$ cat src/rtl/wb_pkg.sv
// Shared widths and the MEM/WB latch layout for the write-back stage.
package wb_pkg;

  localparam int DATA_W  = 16;
  localparam int ADDR_W  = 3;
  localparam int REG_CNT = 2 ** ADDR_W;
  localparam int CNT_W   = 16;

  typedef struct packed {
    logic              valid;
    logic [ADDR_W-1:0] rdst1;
    logic [DATA_W-1:0] rdst1_val;
    logic [ADDR_W-1:0] rdst2;
    logic [DATA_W-1:0] rdst2_val;
    logic [DATA_W-1:0] data;
    logic              mem_to_reg;
    logic              reglow_write;
    logic              reghigh_write;
  } mem_wb_t;

endpackage

$ cat src/rtl/wb_stage_regfile_2w2r.sv
// 8x16 register file: two write ports (low port wins on a shared index)
// and two combinational read ports that bypass same-cycle writes.
module regfile_2w2r
  import wb_pkg::*;
(
  input  logic              clk,
  input  logic              reset,
  input  logic              we_lo,
  input  logic [ADDR_W-1:0] idx_lo,
  input  logic [DATA_W-1:0] data_lo,
  input  logic              we_hi,
  input  logic [ADDR_W-1:0] idx_hi,
  input  logic [DATA_W-1:0] data_hi,
  input  logic [ADDR_W-1:0] rd_addr_a,
  input  logic [ADDR_W-1:0] rd_addr_b,
  output logic [DATA_W-1:0] rd_data_a,
  output logic [DATA_W-1:0] rd_data_b
);

  logic [DATA_W-1:0] regs [REG_CNT];

  // High port is assigned first so the low port's write overrides it.
  always_ff @(posedge clk or negedge reset) begin
    if (!reset) begin
      for (int i = 0; i < REG_CNT; i++) regs[i] <= '0;
    end else begin
      if (we_hi) regs[idx_hi] <= data_hi;
      if (we_lo) regs[idx_lo] <= data_lo;
    end
  end

  always_comb begin
    rd_data_a = regs[rd_addr_a];
    if (we_lo && rd_addr_a == idx_lo)      rd_data_a = data_lo;
    else if (we_hi && rd_addr_a == idx_hi) rd_data_a = data_hi;
  end

  always_comb begin
    rd_data_b = regs[rd_addr_b];
    if (we_lo && rd_addr_b == idx_lo)      rd_data_b = data_lo;
    else if (we_hi && rd_addr_b == idx_hi) rd_data_b = data_hi;
  end

endmodule

$ cat src/rtl/wb_stage.sv
// Write-back stage: MEM/WB latch, write-back select, register file,
// forwarding outputs and retired-instruction counter.
module wb_stage
  import wb_pkg::*;
(
  input  logic              clk,
  input  logic              reset,
  input  logic              stall_in,
  input  logic              flush_in,
  input  logic              valid_in,
  input  logic [ADDR_W-1:0] Rdst1_in,
  input  logic [DATA_W-1:0] Rdst1_val_in,
  input  logic [ADDR_W-1:0] Rdst2_in,
  input  logic [DATA_W-1:0] Rdst2_val_in,
  input  logic [DATA_W-1:0] Data_in,
  input  logic              memToReg_in,
  input  logic              reglow_write_in,
  input  logic              reghigh_write_in,
  input  logic [ADDR_W-1:0] rd_addr_a_in,
  input  logic [ADDR_W-1:0] rd_addr_b_in,
  output logic [DATA_W-1:0] rd_data_a_out,
  output logic [DATA_W-1:0] rd_data_b_out,
  output logic [DATA_W-1:0] DATA_Rdst1_WB_out,
  output logic [DATA_W-1:0] Rdst2_WB_out,
  output logic [ADDR_W-1:0] Rdst1_WB_idx_out,
  output logic [ADDR_W-1:0] Rdst2_WB_idx_out,
  output logic              reglow_write_WB_out,
  output logic              reghigh_write_WB_out,
  output logic [CNT_W-1:0]  retired_cnt_out
);

  mem_wb_t           mem_wb;
  mem_wb_t           mem_wb_next;
  logic              committed;
  logic              retire;
  logic              we_lo;
  logic              we_hi;
  logic [DATA_W-1:0] wb1;
  logic [DATA_W-1:0] wb2;
  logic [CNT_W-1:0]  retired_cnt;

  always_comb begin
    mem_wb_next.valid         = valid_in;
    mem_wb_next.rdst1         = Rdst1_in;
    mem_wb_next.rdst1_val     = Rdst1_val_in;
    mem_wb_next.rdst2         = Rdst2_in;
    mem_wb_next.rdst2_val     = Rdst2_val_in;
    mem_wb_next.data          = Data_in;
    mem_wb_next.mem_to_reg    = memToReg_in;
    mem_wb_next.reglow_write  = reglow_write_in;
    mem_wb_next.reghigh_write = reghigh_write_in;
  end

  // A held instruction is marked committed after its first edge so it
  // neither writes nor counts again while the stall persists.
  always_ff @(posedge clk or negedge reset) begin
    if (!reset) begin
      mem_wb    <= '0;
      committed <= 1'b0;
    end else if (flush_in) begin
      mem_wb    <= '0;
      committed <= 1'b0;
    end else if (stall_in) begin
      committed <= mem_wb.valid;
    end else begin
      mem_wb    <= mem_wb_next;
      committed <= 1'b0;
    end
  end

  assign retire = mem_wb.valid & ~committed;
  assign we_lo  = retire & mem_wb.reglow_write;
  assign we_hi  = retire & mem_wb.reghigh_write;
  assign wb1    = mem_wb.mem_to_reg ? mem_wb.data : mem_wb.rdst1_val;
  assign wb2    = mem_wb.rdst2_val;

  always_ff @(posedge clk or negedge reset) begin
    if (!reset)      retired_cnt <= '0;
    else if (retire) retired_cnt <= retired_cnt + 1'b1;
  end

  regfile_2w2r u_regfile (
    .clk       (clk),
    .reset     (reset),
    .we_lo     (we_lo),
    .idx_lo    (mem_wb.rdst1),
    .data_lo   (wb1),
    .we_hi     (we_hi),
    .idx_hi    (mem_wb.rdst2),
    .data_hi   (wb2),
    .rd_addr_a (rd_addr_a_in),
    .rd_addr_b (rd_addr_b_in),
    .rd_data_a (rd_data_a_out),
    .rd_data_b (rd_data_b_out)
  );

  assign DATA_Rdst1_WB_out    = wb1;
  assign Rdst2_WB_out         = wb2;
  assign Rdst1_WB_idx_out     = mem_wb.rdst1;
  assign Rdst2_WB_idx_out     = mem_wb.rdst2;
  assign reglow_write_WB_out  = we_lo;
  assign reghigh_write_WB_out = we_hi;
  assign retired_cnt_out      = retired_cnt;

endmodule
$ cat config.mk
export PLATFORM = sky130hd
export DESIGN_NAME = wb_stage
export DESIGN_NICKNAME = d
export VERILOG_FILES = /design/src/rtl/wb_pkg.sv /design/src/rtl/wb_stage_regfile_2w2r.sv /design/src/rtl/wb_stage.sv
export SDC_FILE = /design/constraint.sdc
export NUM_CORES = 1
export LEC_CHECK = 0
export BUFFER_PORTS_ARGS = -buffer_cell sky130_fd_sc_hd__buf_2
export CAP_MARGIN = 0
export CORE_ASPECT_RATIO = 0.6
export CORE_MARGIN = 5
export CORE_UTILIZATION = 60
export CTS_CLUSTER_SIZE = 16
export DETAILED_ROUTE_END_ITERATION = 10
export GPL_ROUTABILITY_DRIVEN = 0
export HOLD_SLACK_MARGIN = 0.15
export PLACE_DENSITY = 0.82
export SETUP_SLACK_MARGIN = 0.02
export SYNTH_ARGS = -nofsm -noshare
export SYNTH_HDL_FRONTEND = slang
export SYNTH_HIERARCHICAL = 1
export SYNTH_SLANG_ARGS = --single-unit
$ cat constraint.sdc
create_clock -name clk -period 4.85 [get_ports clk]
set_clock_uncertainty 0.1 [all_clocks]
set_input_delay 0.7275 -clock clk [delete_from_list [all_inputs] [get_ports clk]]
set_output_delay 0.7275 -clock clk [all_outputs]
set_load 0.05 [all_outputs]
* Yosys cells after proc, flatten, opt, wreduce, memory -nomap -nowiden
Index checks and enable logic that the tools add are counted.
Word-level totals: register bits 203, logic and storage cells 68
Cells by class: $add $sub $neg 1, magnitude comparators 6, equality and inequality tests 5, muxes and demuxes 23, bitwise gates (word level) 8, reduce and logical (&&, ||, !) cells 6
Operators with widths (count):
- bitwise mux 128 bit | 2
- 2-to-1 mux 128 bit | 2
- 2-to-1 mux 16 bit | 11
- 2-to-1 mux 58 bit | 2
- binary-select mux 16 bit (select 3 bit) | 2
- demux 16 bit (select 3 bit) | 2
- adder 16 x 1 -> 16 bit (second input constant) | 1
- greater-or-equal comparator 4 bit (second input constant) | 4
- inverter 3 -> 4 bit | 4
- equality test 3 bit | 4
- < comparator 4 x 1 -> 1 bit (second input constant) | 2
- logical AND 1 bit | 6
- AND 1 bit | 3
- 2-to-1 mux 1 bit | 2
- inequality test 2 x 1 -> 1 bit (second input constant) | 1
- inverter 1 bit | 1

* Longest topological paths before layout
word-level depth 9, mapped depth 9

* Modules after synthesis
Netlist, hierarchy kept.
By module, submodules not included:
- regfile_2w2r | instances 1, cells each 846, area an instance 9069.9 µm²
- wb_stage | instances 1, cells each 290, area an instance 3425.8 µm²

* Worst setup path before layout
OpenSTA, ideal clock, no wires.
kind register to output, start register mem_wb[57] (netlist name), end output rd_data_a_out[0], arrival time 2.737 ns, required time 4.023 ns, slack 1.286 ns, stages on the path, launching flop included 8, buffers on the path 2, path through dfrtp_1 > nor2b_1 > and2_1 > buf_4 > nand4_2 > buf_4 > mux2i_1 > o21ai_1
On the way: longest elaborated chain between the ends 5, elaborated cells between the ends (all ways) 7, classes of those cells mux: 2; bitwise: 3; reduce/logical: 2
Ends and longest elaborated chain:
- start, declared | RTL line wb_stage.sv:32 | mem_wb_t mem_wb;
- start signal, assigned | RTL line wb_stage.sv:66 | mem_wb <= mem_wb_next;
- AND 1 bit | RTL line wb_stage.sv:71 | assign retire = mem_wb.valid & ~committed;
- AND 1 bit | RTL line wb_stage.sv:73 | assign we_hi = retire & mem_wb.reghigh_write;
- via reghigh_write_WB_out | RTL line wb_stage.sv:28 | output logic reghigh_write_WB_out,
- logical AND 1 bit | RTL line wb_stage_regfile_2w2r.sv:35 | else if (we_hi && rd_addr_a == idx_hi) rd_data_a = data_hi;
- 2-to-1 mux 16 bit | RTL line wb_stage_regfile_2w2r.sv:35
- 2-to-1 mux 16 bit | RTL line wb_stage_regfile_2w2r.sv:34 | if (we_lo && rd_addr_a == idx_lo) rd_data_a = data_lo;
- end, declared | RTL line wb_stage.sv:21 | output logic [DATA_W-1:0] rd_data_a_out,
The timed path passes the listed nets, and every way through them passes these cells.

* Final worst setup path
start register mem_wb[57] (netlist name), end output rd_data_a_out[9]
On the way: longest elaborated chain between the ends 5, elaborated cells between the ends (all ways) 7, classes of those cells mux: 2; bitwise: 3; reduce/logical: 2
Ends and longest elaborated chain (RTL line):
- AND 1 bit * | wb_stage.sv:71
- AND 1 bit | wb_stage.sv:73
- logical AND 1 bit | wb_stage_regfile_2w2r.sv:35
- 2-to-1 mux 16 bit | wb_stage_regfile_2w2r.sv:35
- 2-to-1 mux 16 bit * | wb_stage_regfile_2w2r.sv:34
Every way passes the cells marked *; elsewhere a longest branch is shown, timed or not.

==> run_results.csv <==
group,metric,value,unit
clock_tree,post_cts_buffers,0,
clock_tree,insertion_delay,0.50,ns
sta,finalSetupTns,0,ns
power,ir_drop,0.331,mV
floorplanning,io_pins,156,
sta,whs,0.233,ns
clock_tree,htree_levels,1,
setup_path,r2r-start,"mem_wb[57]$_DFFE_PN0P_",
power,p_seq_share,45.1,%
floorplanning,die_x,196,um
logic_synthesis,synth_area_per_cell,11.0,sq um
clock_tree,cts.clk_slew.worst_paths,0.06,ns
clock_tree,clockBufferDepth,3,
setup_path,cp_num_buf_inv,2,
clock_tree,clockRootBuffer,"clkbuf_16",
cells_and_area,stdcell_area,13700,sq um
sta,timing.final.crit_share,85.6,%
detailed_routing,first_pass_iters,6,
setup_path,path_cells,"nor2b_1 -> and2_1 -> and4_1 -> buf_4 -> nand2_1 -> o21ai_1 -> buf_2",
power,clock_power_share,36.7,%
worst_hold_path,hp-class,"in -> async",
clock_tree,cts_num_sinks,203,
setup_path,r2r_slack,1.96,ns
sta,max_freq,241,MHz
sta,worstMarginPinSlew,1.09,ns
floorplanning,coreArea,20200,sq um
placement,dp.cells,1446,
cells_and_area,fillers,1515,
placement,hpwlAfterDp,23900,um
global_route,first_global_vias,9590,
global_route,grt_pass1_wl,56400,um
power,p_per_area,319,nW/um^2
detailed_routing,vias_per_cell,6.59,
power,p_int,3.03,mW
clock_tree,cts_buffers,20,
cells_and_area,syn2layout_area_growth,9.91,%
setup_path,worstPathRequired,4.02,ns
setup_path,crit_path_start_kind,"register",
logic_synthesis,syn-cell-area,12500,sq um
detailed_routing,via_count,9766,
detailed_routing,avgRoutedWirePerCell,24.8,um
logic_synthesis,ys_warn_count,6,
clock_tree,cts_resized,0,
run_status,status,"finished clean",
sta,setup_viol,0,
detailed_routing,drc,0,
setup_path,path_class,"reg -> out",
cells_and_area,final_util,67.9,%
sta,hold_violations,0,
setup_path,crit_family,"simple AND/OR/NAND/NOR gates",
detailed_routing,first_iter_violations,1201,
global_route,grt_antenna_before_repair,1,
logic_synthesis,ys_ff_latch,203,
floorplanning,rows,40,
setup_path,crit_arrival,3.32,ns
power,finalPower,4.38,mW
global_route,grt_usage,30.2,%
setup_path,critPathMaxStageDelay,0.61,ns
logic_synthesis,netlist_instances,1136,
cells_and_area,drive_gt1_share,23.5,%
placement,portBuffers,155,
detailed_routing,postRouteAntennaNets,0,
setup_path,end_kind,"primary output",
logic_synthesis,ys_types,38,
setup_path,slowest_stage,"and4_1",
floorplanning,dieHeight,122,um
global_route,grt_max_degree,102,
cells_and_area,diodes,0,
setup_path,cp_max_fo,20,
floorplanning,dieArea,23900,sq um
clock_tree,cts_hold_buf,0,
setup_path,reg2regPathDepth,6,
floorplanning,initial_utilization,61.8,%
placement,place_area,13100,sq um
sta,min_period,4.15,ns
power,power.leakage,7.23,nW
sta,rsz0062_at_grt,"no",
cells_and_area,layoutNonFillerInstCount,1481,
cells_and_area,num-nets-final,1264,
power,pwr-share-comb,18.3,%
logic_synthesis,yosysSeqAreaShare,40.7,%
power,switching_power,1.35,mW
placement,dpl_worst_slack,1.07,ns
logic_synthesis,syn-num-nets,1205,
sta,relSlewSlack,27.1,%
setup_path,r2r-end,"u_regfile/regs[17]$_DFF_PN0_",
power,switching_share,30.7,%
sta,setup_slack,0.698,ns
sta,finalMaxSlewViolations,0,
flow_run,max-cap-violations,0,
clock_tree,cts_tree,"done",
global_route,grt_overflow,0,
detailed_routing,routed_wl,36800,um
## sequential cells by signal, indices dropped and copies added (netlist names)
name	flops
retired_cnt_out	16
Rdst1_WB_idx_out	3
Rdst2_WB_idx_out	3
u_regfile/regs	128
mem_wb	36
committed	1
Rdst2_WB_out	16
## power groups by stage
stage               logic [mW]  clock network, mW  registers (mW)
floorplan                0.570                  0            1.99
global placement         0.773                  0            1.99
detailed placement       0.795                  0            2.00
CTS                      0.800               1.62            1.97
global route             0.851               1.69            1.99
finish                   0.800               1.61            1.97
## Yosys cell counts, drive strengths merged
| master | number | area share, % |
|---|---|---|
| nor3 | 5 | 0.33 |
| nor2b | 1 | 0.050 |
| nand3b | 1 | 0.060 |
| nand3 | 3 | 0.12 |
| mux2 | 49 | 4.4 |
| mux4 | 64 | 13 |
| nor2 | 126 | 3.8 |
| nor4 | 1 | 0.10 |
| and2 | 2 | 0.10 |
| xnor2 | 21 | 1.5 |
| clkbuf | 57 | 1.7 |
| buf | 87 | 4.7 |
| xor2 | 6 | 0.42 |
| o21ai | 96 | 3.8 |
| and4 | 2 | 0.14 |
| nand2 | 103 | 3.1 |
| a21oi | 65 | 2.6 |
| dfrtp | 203 | 41 |
| nand2b | 3 | 0.21 |
| nand4b | 7 | 0.49 |
| nand4 | 10 | 0.72 |
| ha | 1 | 0.10 |
| nor3b | 4 | 0.24 |
| and3 | 2 | 0.10 |
| mux2i | 217 | 17 |
## cell families (layout without fill, tap and decap cells)
family / Yosys count / count (layout) / share of synthesized area, %
DFF: 203 / 203 / 40.7
buffers and inverters: 144 / 216 / 6.37
and+or+nand+nor: 270 / 270 / 9.58
adders and majority gates: 1 / 1 / 0.100
muxes: 330 / 330 / 35.0
xor gates and xnor gates: 27 / 27 / 1.89
AOI/OAI and AO/OA: 161 / 161 / 6.45
## cell usage in the layout, fill, tap and decap left out, drive strengths merged, types with 6 or more instances in the layout
master	Yosys	routed
mux2	49	49
a21oi	65	65
nand2	103	103
xor2	6	6
buf	87	180
xnor2	21	21
clkbuf	57	30
mux2i	217	217
dfrtp	203	203
nand4	10	10
mux4	64	64
o21ai	96	96
nand4b	7	7
nor2	126	126
## layout make-up
type	count	area, sq um	area share (%)
Multi-Input combinational cell	789	6660	48.5
Clock inverter	6	86.3	0.629
Sequential cell	203	5080	37.0
Tap cell	273	342	2.49
Timing Repair Buffer	181	995	7.24
Clock buffer	29	576	4.19
## worst max path at each step
stage	from	end	slack [ns]	depth (start not counted)
floorplan	mem_wb[57]$_DFFE_PN0P_	rd_data_a_out[0]	1.29	7
global placement	rd_addr_a_in[0]	rd_data_a_out[11]	1.14	7
detailed placement	rd_addr_a_in[0]	rd_data_a_out[12]	1.07	7
CTS	mem_wb[57]$_DFFE_PN0P_	rd_data_a_out[11]	0.76	7
global route	mem_wb[57]$_DFFE_PN0P_	rd_data_a_out[11]	0.57	7
finish	mem_wb[57]$_DFFE_PN0P_	rd_data_a_out[9]	0.70	7
## layer usage
metal / wire, um / up-vias / track usage [%]
li1: - / 4159 / -
met1: 14700 / 4792 / 42.7
met2: 16200 / 701 / 45.8
met3: 4640 / 112 / 8.65
met4: 1160 / 2 / 9.50
met5: 8 / - / 0
Note: power is estimated with default switching activity, not from simulation.
